### src/rtl/event_enc_pkg.sv
// ---------------------------------------------------------------------------
// event_enc_pkg
// Shared definitions for the event encoder slice.
//   state_t    : IDLE (no code held) / HOLD (code_out holds an undelivered code)
//   code_width : derives the code width from the number of request lines
//   DEFAULT_N  : default number of request lines
// ---------------------------------------------------------------------------
package event_enc_pkg;

  localparam int DEFAULT_N = 8;

  typedef enum logic {
    IDLE = 1'b0,
    HOLD = 1'b1
  } state_t;

  // A single line still needs a one-bit code so the port never collapses
  // to zero width.
  function automatic int code_width(input int n);
    return (n <= 1) ? 1 : $clog2(n);
  endfunction

endpackage

### src/rtl/event_encoder_prio_select.sv
// ---------------------------------------------------------------------------
// prio_select
// Combinational rotating priority picker shared by fixed-priority and
// round-robin modes.
//   vec   : N-bit request vector to search
//   base  : index where the upward search starts (wraps past N-1 to 0)
//   found : at least one bit of vec is set
//   idx   : first set index at or above base, wrapping
// ---------------------------------------------------------------------------
module prio_select
  import event_enc_pkg::*;
#(
  parameter int N      = DEFAULT_N,
  parameter int CODE_W = code_width(N)
) (
  input  logic [N-1:0]      vec,
  input  logic [CODE_W-1:0] base,
  output logic              found,
  output logic [CODE_W-1:0] idx
);

  logic [2*N-1:0]    doubled;
  logic [N-1:0]      rotated;
  logic [CODE_W-1:0] offset;

  // Rotate the vector right by base so the search always starts at bit 0;
  // shifting a doubled copy gives the wrap-around for free.
  assign doubled = {vec, vec} >> base;
  assign rotated = doubled[N-1:0];

  // Lowest set bit of the rotated vector. Scanning downward lets the last
  // hit (the lowest index) win.
  always_comb begin
    offset = '0;
    for (int i = N - 1; i >= 0; i--) begin
      if (rotated[i]) begin
        offset = CODE_W'(i);
      end
    end
  end

  assign found = |vec;

  // N is a power of two, so CODE_W-bit addition wraps modulo N.
  assign idx = base + offset;

endmodule

### src/rtl/event_encoder.sv
// ---------------------------------------------------------------------------
// event_encoder
// Sequential N-to-CODE_W event encoder with a valid/ready code output.
// Requests are captured into a pending bitmap; one pending line at a time is
// loaded into code_out and held until the consumer accepts it.
//   clk         : rising-edge clock
//   rst         : synchronous, active-high reset
//   req_in      : event request lines, sampled every cycle
//   code_out    : index of the granted line, stable while valid_out is high
//   valid_out   : code_out holds an undelivered code
//   ready_in    : consumer accepts; transfer on valid_out && ready_in
//   pending_out : captured events not yet loaded into code_out
//   overrun_out : sticky, an event hit a line that was already pending
//   ovr_clr     : clears overrun_out (a new overrun in the same cycle wins)
// Parameters: N request lines (power of two), RR = 0 fixed priority with
// lowest index first, RR = 1 round-robin starting after the last loaded line.
// ---------------------------------------------------------------------------
module event_encoder
  import event_enc_pkg::*;
#(
  parameter  int N      = DEFAULT_N,
  parameter  int RR     = 0,
  localparam int CODE_W = code_width(N)
) (
  input  logic              clk,
  input  logic              rst,
  input  logic [N-1:0]      req_in,
  output logic [CODE_W-1:0] code_out,
  output logic              valid_out,
  input  logic              ready_in,
  output logic [N-1:0]      pending_out,
  output logic [N-1:0]      overrun_out,
  input  logic              ovr_clr
);

  state_t            state;
  logic [N-1:0]      pending;
  logic [N-1:0]      overrun;
  logic [CODE_W-1:0] last;
  logic [CODE_W-1:0] code;

  logic [CODE_W-1:0] base;
  logic              sel_found;
  logic [CODE_W-1:0] sel_idx;
  logic              load;
  logic [N-1:0]      load_mask;
  logic [N-1:0]      overrun_set;

  // Round-robin resumes one past the last loaded line; fixed priority always
  // searches from line 0. last resets to N-1 so the first search starts at 0.
  assign base = (RR != 0) ? (last + CODE_W'(1)) : '0;

  prio_select #(
    .N      (N),
    .CODE_W (CODE_W)
  ) u_select (
    .vec   (pending),
    .base  (base),
    .found (sel_found),
    .idx   (sel_idx)
  );

  // A new code is loaded whenever the output slot is free (IDLE) or is being
  // emptied by a handshake this edge, and something is pending. Only the
  // registered pending value is considered, never req_in directly.
  always_comb begin
    load      = sel_found && ((state == IDLE) || ready_in);
    load_mask = '0;
    if (load) begin
      load_mask = N'(1) << sel_idx;
    end
  end

  // A request on a line that is pending and not being loaded this edge
  // collapses into the existing event. A request coinciding with the load of
  // its own line simply re-arms that line and is not an overrun.
  assign overrun_set = req_in & pending & ~load_mask;

  // Single state register block: pending capture, sticky overrun, the
  // IDLE/HOLD handshake FSM and the held code all advance together.
  always_ff @(posedge clk) begin
    if (rst) begin
      state   <= IDLE;
      pending <= '0;
      overrun <= '0;
      last    <= CODE_W'(N - 1);
      code    <= '0;
    end else begin
      pending <= (pending & ~load_mask) | req_in;
      overrun <= (ovr_clr ? '0 : overrun) | overrun_set;

      if (load) begin
        code  <= sel_idx;
        last  <= sel_idx;
        state <= HOLD;
      end else if ((state == HOLD) && ready_in) begin
        state <= IDLE;
      end
    end
  end

  assign code_out    = code;
  assign valid_out   = (state == HOLD);
  assign pending_out = pending;
  assign overrun_out = overrun;

endmodule

### config.mk
export PLATFORM = sky130hd
export DESIGN_NAME = event_encoder
export DESIGN_NICKNAME = d
export VERILOG_FILES = /design/src/rtl/event_enc_pkg.sv /design/src/rtl/event_encoder_prio_select.sv /design/src/rtl/event_encoder.sv
export SDC_FILE = /design/constraint.sdc
export NUM_CORES = 1
export LEC_CHECK = 0
export ABC_AREA = 1
export CORE_UTILIZATION = 43
export CTS_BUF_LIST = sky130_fd_sc_hd__clkbuf_2 sky130_fd_sc_hd__clkbuf_4 sky130_fd_sc_hd__clkbuf_8
export CTS_CLUSTER_SIZE = 40
export DETAILED_ROUTE_END_ITERATION = 6
export MAX_ROUTING_LAYER = met4
export PLACE_DENSITY = 0.81
export SETUP_SLACK_MARGIN = 0.2
export SLEW_MARGIN = 10
export SYNTH_ARGS = -nofsm -noshare
export SYNTH_HDL_FRONTEND = slang
export SYNTH_SLANG_ARGS = --single-unit
### constraint.sdc
create_clock -name clk -period 3.8 [get_ports clk]
set_input_delay 0.57 -clock clk [delete_from_list [all_inputs] [get_ports clk]]
set_output_delay 0.57 -clock clk [all_outputs]
set_load 0.05 [all_outputs]
==> reports/qor.csv, run 1 <==
metric;value;unit
Global Route Usage Sum;0.1852;
Die X;48.00;um
Die Area;2304;um^2
DIE HEIGHT;48.00;um
CP cell instances;clkdlybuf4s50_1;
total setup buffers inserted after CTS;0;
Synth top area share;0.4402;
clk_skew;0.002813;ns
critical path class;reg -> out;
non-filler cells, final;178;
syn avg cell area;7.709;um^2
initial antenna violation count;0;
FF-to-FF End;overrun_out[3];
CTS resizes;0;
worst min-delay path class;reg -> reg;
CTS tree;done;
Hold Path End;code_out[2];
post-synthesis register bit count;20;
pre-CTS setup slack;1.877;ns
DRT Pass-1 Iters;4;
library cells used by synthesis;19;
Worst Hold Path Cells;2;
Worst Path Max Fanout;7;
R2R cell count;7;
I/O pins;32;
Data arrival, critical path;1.65;ns
CP Launch Type;flip-flop;
fin crit period;2.222;ns
Least-Margin Pin Slew;0.6757;ns
dpl cells;174;
MaxCap Viol Count;0;
clock buffer count from CTS;3;
area leader, netlist;dfxtp_1;
drt wl/cell;10.75;um
drt via density;4.798;
Mapped Nets;130;
total power;516.1;uW
Initial Util;0.4590;
layout cells sized above 1;0.1391;
Max IR drop VDD;0.0002332;V
global-route wire length before repair;2856;um
synth-to-layout area growth;40.99;%
Final Hold Violating Endpoints;0;
post-synthesis cell area;909.6;um^2
GPL Wtd Cong;0.7592;
CP required;3.23;ns
synth top area cells;dfxtp_1, a21oi_1, nand2_1, inv_1, nor2_4;
Max Fclk;0.4501;GHz
clock buffer depth;2;
final slew viol count;0;
post-DP HPWL;1440;um
RSZ-0062 raised after global routing;no;
Slowest-stage cell, CP;clkdlybuf4s50_1;
register area share after synthesis;0.4402;
PD cells;402.4;nW/um^2
port buffer count;31;
CP Capture Type;output port;
crit path buf inv count;1;
clk slew on worst S/H paths;0.11;ns
# rows;16;
total negative setup slack;0;ns
pin count of the biggest net entering global routing;20;
Gate Count Post-Synth;118;
grt ovf;0;
Worst path max stage delay;0.86;ns
Antenna Cells;0;
clk root buf;clkbuf_4;
post-route setup slack;1.578;ns
status;finished, final reports clean;
WL final;1913;um
hold path start;code_out[2];
antenna-violating nets left;0;
r2r startpoint;pending_out[7];
period utilization;0.5847;
crit path from;pending_out[2];
Hold Buf Count CTS;0;
slew margin rel.;0.5481;
DRT iter0 DRCs;14;
later-pin clock latency in the skew report;0.30;ns
FF-to-FF setup slack;2.38;ns
vias in the first global route;679;
layout net count;164;
H-tree Lvls;1;
DR vias;854;
leak pwr;0.0005225;uW
drc violations;0;
CTS Sinks;20;
YS warnings;0;
CORE AREA;1982;um^2
Setup violations, final;0;
Top Family by Delay on Critical Path;buffers and inverters;
-- stage by stage --
step | utilization | instance area (um^2) | hold WS (ns)
4_1_cts | 0.6471 | 1282 | 0.4798
5_1_grt | 0.6471 | 1282 | 0.4976
3_5_place_dp | 0.6288 | 1246 | 0.4606
2_1_floorplan | - | 909.6 | 0.6809
6_report | 0.6471 | 1282 | 0.4738
3_3_place_gp | 0.6288 | 1246 | 0.4534
-- layer usage --
metal  up-vias  part of all wire  global-route usage
li1        443                 -                   -
met2        27              0.49              0.3054
met3         2             0.052             0.02264
met5         -                 0                   -
met1       382              0.44              0.2237
met4         0             0.015             0.08333
-- final cells by class --
type / count / area [um^2]
Timing Repair Buffer: 31 / 310.3
Fill cell: 176 / 699.4
Tap cell: 27 / 33.78
Sequential cell: 20 / 400.4
Clock buffer: 4 / 36.28
Inverter: 17 / 63.81
Multi-Input combinational cell: 79 / 437.9
-- state kept, by name (all words and copies together), names as in the netlist --
name and cells:
overrun_out 8, valid_out 1, code_out 3, pending_out 8
-- where the power goes --
group	switching, uW	total, uW	leakage (uW)	internal [uW]
clock network	65.0	123	0.0000210	58.5
registers	13.9	238	0.000166	224
logic	99.6	155	0.000336	55.0
-- how the worst max path moves through the flow --
stage | end | slack [ns] | depth (start not counted)
3_3_place_gp | code_out[0] | 1.93 | 4
4_1_cts | pending_out[2] | 1.57 | 1
2_1_floorplan | overrun_out[3] | 2.21 | 7
6_report | pending_out[2] | 1.58 | 1
3_5_place_dp | overrun_out[1] | 1.88 | 7
5_1_grt | pending_out[2] | 1.50 | 1
-- tightest hold or removal path: stages, from the launching register on --
cell and delay [ns]:
dfxtp_1 0.33, nand2_1 0.06, a21oi_1 0.05
-- cells by family after synthesis --
group,Yosys count,share of synthesized area
simple gates,52,0.3054
compound gates,27,0.1761
flops,20,0.4402
buf+inv,19,0.07841
-- cell usage in the layout, fill, tap and decap left out --
master	count
o21bai_1	1
a21oi_1	18
or2_1	2
nand3_1	6
nand2_1	24
nor2_2	3
nand2_2	2
inv_1	17
clkbuf_4	3
a21oi_4	1
o21ai_1	2
nand2_4	2
o21ai_2	1
nor2_1	7
clkdlybuf4s50_1	31
nor2_4	4
dfxtp_1	20
o21ai_0	2
clkbuf_8	1
nand3_2	2
a21oi_2	2
-- synthesized netlist by cell type --
cell type and number:
nand2_2 2, o21bai_1 1, clkbuf_1 2, inv_1 17, nand2_1 24, o21ai_2 1, dfxtp_1 20, nor2_4 4
nor2_2 3, nand2_4 2, o21ai_0 2, o21ai_1 2, nor2_1 7, or2_1 2, a21oi_1 18, nand3_2 2
a21oi_2 2, a21oi_4 1, nand3_1 6
Power figures use the tool's default switching activity.
==> run 2, diff against run 1 <==
--- a/config.mk
+++ b/config.mk
@@ -6,7 +6,8 @@
 export NUM_CORES = 1
 export LEC_CHECK = 0
 export ABC_AREA = 1
-export CORE_UTILIZATION = 43
+export CORE_ASPECT_RATIO = 0.6
+export CORE_UTILIZATION = 41
 export CTS_BUF_LIST = sky130_fd_sc_hd__clkbuf_2 sky130_fd_sc_hd__clkbuf_4 sky130_fd_sc_hd__clkbuf_8
 export CTS_CLUSTER_SIZE = 40
 export DETAILED_ROUTE_END_ITERATION = 6
==> constraint.sdc (replaced) <==
create_clock -name clk -period 1.9 [get_ports clk]
set_input_delay 0.285 -clock clk [delete_from_list [all_inputs] [get_ports clk]]
set_output_delay 0.285 -clock clk [all_outputs]
set_load 0.05 [all_outputs]
==> run 2 against run 1 <==
  * Clock power rose to 3.5 times the previous value
  * Non-clock buffer count rose by 2
  * Sequential share of layout area down 1.3 points
  * Count of clock-buffer cells in the layout is 1 lower
  * Register-to-register slack lost 1.9 ns
==> reports/qor.csv, run 2 (synthesis results as in run 1) <==
metric;value;unit
Pint;830.6;uW
status;finished, final reports clean;
global-route wire length before repair;3498;um
CP cell instances;dlygate4sd2_1;
CP Capture Type;output port;
grt ovf;0;
CP required;1.62;ns
Clk pwr share;0.356;
clock buffer depth;2;
Die X;62.81;um
period utilization;0.8044;
clk slew on worst S/H paths;0.08;ns
PD cells;903.8;nW/um^2
post-DP HPWL;1646;um
Sw Ratio;0.3136;
drt via density;4.674;
DRT iter0 DRCs;27;
clock buffer count from CTS;3;
synth-to-layout area growth;47.18;%
Final Hold Violating Endpoints;0;
leak pwr;0.0007199;uW
critical path class;reg -> out;
initial antenna violation count;0;
total power;1210;uW
commonest non-fill, non-tap cells in the layout;nand2_1, dfxtp_1, a21oi_1, inv_1, clkdlybuf4s50_1;
NetSw;379.4;uW
Least-Margin Pin Slew;0.5125;ns
crit path buf inv count;1;
I/O pins;32;
Worst Path Max Fanout;5;
pin count of the biggest net entering global routing;13;
later-pin clock latency in the skew report;0.26;ns
vias in the first global route;764;
r2r startpoint;pending_out[6];
H-tree Lvls;1;
Initial Util;0.4625;
hold path start;overrun_out[1];
Max Fclk;0.6543;GHz
Slowest-stage cell, CP;dlygate4sd2_1;
Antenna Cells;0;
clk_skew;0.008925;ns
layout net count;166;
Die Area;2417;um^2
MaxCap Viol Count;0;
# rows;12;
clk root buf;clkbuf_8;
antenna-violating nets left;0;
drt wl/cell;11.62;um
DIE HEIGHT;38.49;um
Global Route Usage Sum;0.2038;
Top Family by Delay on Critical Path;buffers and inverters;
slew margin rel.;0.6578;
drc violations;0;
RSZ-0062 raised after global routing;no;
WL final;2104;um
layout cells sized above 1;0.1699;
worst min-delay path class;reg -> reg;
CORE AREA;1967;um^2
GPL Wtd Cong;0.8610;
total negative setup slack;0;ns
port buffer count;31;
fillcell total;174;
CP Launch Type;flip-flop;
combinational share of power;0.251;
Reg power frac;0.393;
DRT Pass-1 Iters;4;
CTS tree;done;
Data arrival, critical path;1.24;ns
crit path from;pending_out[3];
DR vias;846;
Max IR drop VDD;0.0005932;V
smallest hold slack;0.4638;ns
Worst path max stage delay;0.56;ns
commonest non-fill, non-tap cell in the layout;nand2_1;
CTS Sinks;20;
Setup violations, final;0;
fin crit period;1.528;ns
final slew viol count;0;
-- run 2: cell types whose count changed in the layout (fill, tap and decap cells not counted), sizes merged --
cell / before / now
clkdlybuf4s50: 31 / 11
dlygate4sd2: 0 / 8
bufinv: 0 / 1
buf: 0 / 5
dlymetal6s2s: 0 / 9
clkbuf: 4 / 3
-- run 2: path summary, 6_finish.rpt --
kind,cells past startpoint,endpoint,slack [ns]
worst max register to register,7,overrun_out[3],0.49
worst min register to register,2,overrun_out[1],0.46
worst max-delay path,1,pending_out[3],0.37
worst min-delay path,2,overrun_out[1],0.46
-- run 2: worst register-to-register path, stage by stage (launching register included) --
cell,delay [ns]
dfxtp_1,0.39
inv_1,0.09
nand2_1,0.08
nand2_2,0.07
a21oi_4,0.20
nand3_1,0.19
o21bai_1,0.18
a21oi_1,0.08
-- run 2: layout make-up --
type                    count  area, um^2  area share
multi-input cells          79       437.9      0.3271
flip-flops and latches     20       400.4      0.2991
repair buffers             33       330.3      0.2467
inverters                  17       63.81     0.04766
clock buffers               3       41.29     0.03084
well taps                  28       35.03     0.02617
clock inverters             1       30.03     0.02243
-- run 2: power groups by stage --
stage / clock (uW) / sequential, uW / combinational [uW]
after detailed placement: 0 / 486 / 313
after global placement: 0 / 485 / 306
final: 430 / 476 / 303
after CTS: 435 / 476 / 305
after global routing: 459 / 481 / 324
after floorplan: 0 / 583 / 111
-- run 2: routing by layer --
metal,global-route usage,up-vias,wire (um)
li1,-,443,-
met1,0.2585,367,1037
met2,0.3071,34,909
met3,0.06845,2,150
met4,0.06977,0,8
met5,-,-,0
-- run 2: stage by stage --
step / worst slack, ns / util / cell area (um^2) / cells
floorplan: 0.3086 / - / 909.6 / 118
global placement: 0.3561 / 0.6380 / 1255 / 177
CTS: 0.2025 / 0.6692 / 1316 / 181
finish: 0.3716 / 0.6807 / 1339 / 181
global route: 0.3165 / 0.6807 / 1339 / 181
detailed placement: 0.3360 / 0.6380 / 1255 / 177
-- run 2: repair_timing --
item | in CTS | in global routing
gates resized for setup | 8 | 9
setup endpoints to repair | 8 | 9
setup buffers | 0 | 0
hold buffers | 0 | 0
cloned | 0 | 0
==> run 3, diff against run 2 <==
--- a/config.mk
+++ b/config.mk
@@ -6,8 +6,7 @@
 export NUM_CORES = 1
 export LEC_CHECK = 0
 export ABC_AREA = 1
-export CORE_ASPECT_RATIO = 0.6
-export CORE_UTILIZATION = 41
+export CORE_UTILIZATION = 43
 export CTS_BUF_LIST = sky130_fd_sc_hd__clkbuf_2 sky130_fd_sc_hd__clkbuf_4 sky130_fd_sc_hd__clkbuf_8
 export CTS_CLUSTER_SIZE = 40
 export DETAILED_ROUTE_END_ITERATION = 6
==> constraint.sdc (replaced) <==
create_clock -name clk -period 1.6 [get_ports clk]
set_input_delay 0.24 -clock clk [delete_from_list [all_inputs] [get_ports clk]]
set_output_delay 0.24 -clock clk [all_outputs]
set_load 0.05 [all_outputs]
==> run 3 against run 2 <==
  * Clock power fell by 31%
  * Critical path depth increased by 7
  * Clock skew fell by 0.0076 ns
  * Sequential power increased by 20%
  * Sequential share of layout area is 2.3 points higher
  * Worst setup slack worse by 0.076 ns
  * Combinational power grew 21%
  * Global-route usage rose by 0.18 points
  * Cell area decreased by 4.5%
  * First-iteration DRC count fell by 63%
  * Critical path type is now reg -> reg
  * Largest cell class unchanged
==> reports/qor.csv, run 3 (synthesis results as in run 1) <==
metric;value;unit
status;finished, final reports clean;
FF-to-FF setup slack;0.30;ns
R2R cell count;8;
DIE HEIGHT;48.00;um
PD cells;965.3;nW/um^2
Max Fclk;0.7667;GHz
smallest hold slack;0.4714;ns
# rows;16;
Antenna Cells;0;
r2r startpoint;pending_out[3];
Hold Path End;overrun_out[2];
leak pwr;0.0005722;uW
CORE AREA;1982;um^2
pin count of the biggest net entering global routing;13;
CTS Sinks;20;
grt ovf;0;
final slew viol count;0;
clk_skew;0.001369;ns
clock buffer count from CTS;3;
later-pin clock latency in the skew report;0.30;ns
vias in the first global route;788;
pre-CTS setup slack;0.05346;ns
I/O pins;32;
Die X;48.00;um
CP required;1.81;ns
fin crit period;1.304;ns
drc violations;0;
initial antenna violation count;0;
synth-to-layout area growth;40.58;%
clk root buf;clkbuf_4;
Global Route Usage Sum;0.2056;
CP Capture Type;flip-flop;
WL final;1948;um
CP Launch Type;flip-flop;
Worst Hold Path Cells;2;
antenna-violating nets left;0;
worst min-delay path class;reg -> reg;
drt wl/cell;10.76;um
H-tree Lvls;1;
Setup violations, final;0;
fillcell total;177;
global-route wire length before repair;3194;um
total negative setup slack;0;ns
DR vias;847;
cell area after layout;1279;um^2
port buffer count;31;
slew margin rel.;0.8232;
GPL Wtd Cong;0.8147;
post-DP HPWL;1563;um
clk slew on worst S/H paths;0.11;ns
layout net count;167;
Data arrival, critical path;1.51;ns
Initial Util;0.4590;
post-route setup slack;0.2957;ns
CTS tree;done;
dpl cell area;1222;um^2
drt via density;4.680;
Final Hold Violating Endpoints;0;
MaxCap Viol Count;0;
commonest non-fill, non-tap cells in the layout;nand2_1, buf_4, a21oi_1, inv_1;
hold path start;overrun_out[2];
period utilization;0.8152;
Least-Margin Pin Slew;0.2649;ns
clock buffer depth;2;
Worst Path Max Fanout;5;
DRT iter0 DRCs;10;
FF-to-FF End;pending_out[7];
RSZ-0062 raised after global routing;yes;
layout cells sized above 1;0.3571;
Die Area;2304;um^2
total power;1234;uW
critical path class;reg -> reg;
Hold Buf Count CTS;0;
Max IR drop VDD;0.0005729;V
DRT Pass-1 Iters;6;
## run 3: cell type report
cell class	count	area [um^2]	area share
timing repair buffer	34	282.8	0.2211
tap	27	33.78	0.02642
inverter	17	63.81	0.04990
multi-input combinational	79	450.4	0.3522
sequential	20	411.6	0.3219
clock buffer	4	36.28	0.02838
## run 3: report_power, final
part / internal [uW] / switching [uW] / total [uW]
clock: 139 / 158 / 297
sequential: 536 / 33.6 / 570
combinational: 126 / 241 / 368
## run 3: per-layer routing
metal,vias to the layer above,global-route usage,routed length [um]
met5,-,-,0
met4,0,0.06667,13
met3,2,0.03396,83
met2,24,0.3568,955
met1,371,0.2386,896
li1,450,-,-
## run 3: through the flow
stage | util | std cells
finish | 0.6452 | 181
floorplan | - | 118
global route | 0.6452 | 181
global placement | 0.6168 | 176
CTS | 0.6351 | 180
detailed placement | 0.6168 | 176
## run 3: worst max path at each step
stage | startpoint | endpoint | slack [ns] | depth (start not counted)
4_1_cts | pending_out[3] | pending_out[7] | 0.26 | 8
3_5_place_dp | ready_in | overrun_out[1] | 0.05 | 7
6_report | pending_out[3] | pending_out[7] | 0.30 | 8
2_1_floorplan | pending_out[6] | overrun_out[3] | 0.21 | 7
5_1_grt | pending_out[6] | pending_out[4] | 0.17 | 11
3_3_place_gp | ready_in | overrun_out[0] | 0.11 | 7
## run 3: critical path, cell delays in order, from the launching register on
cell and delay, ns:
dfxtp_2 0.37, nor2_4 0.18, nand2_4 0.10, nor2_4 0.10, nand2_4 0.08, nor2_4 0.11
nand3_2 0.08, a21oi_1 0.13, nor2_1 0.05
## run 3: timing repair
action / 4_1_cts / 5_1_grt
setup buffers: 0 / 1
gates resized for setup: 0 / 4
setup endpoints to repair: 0 / 7
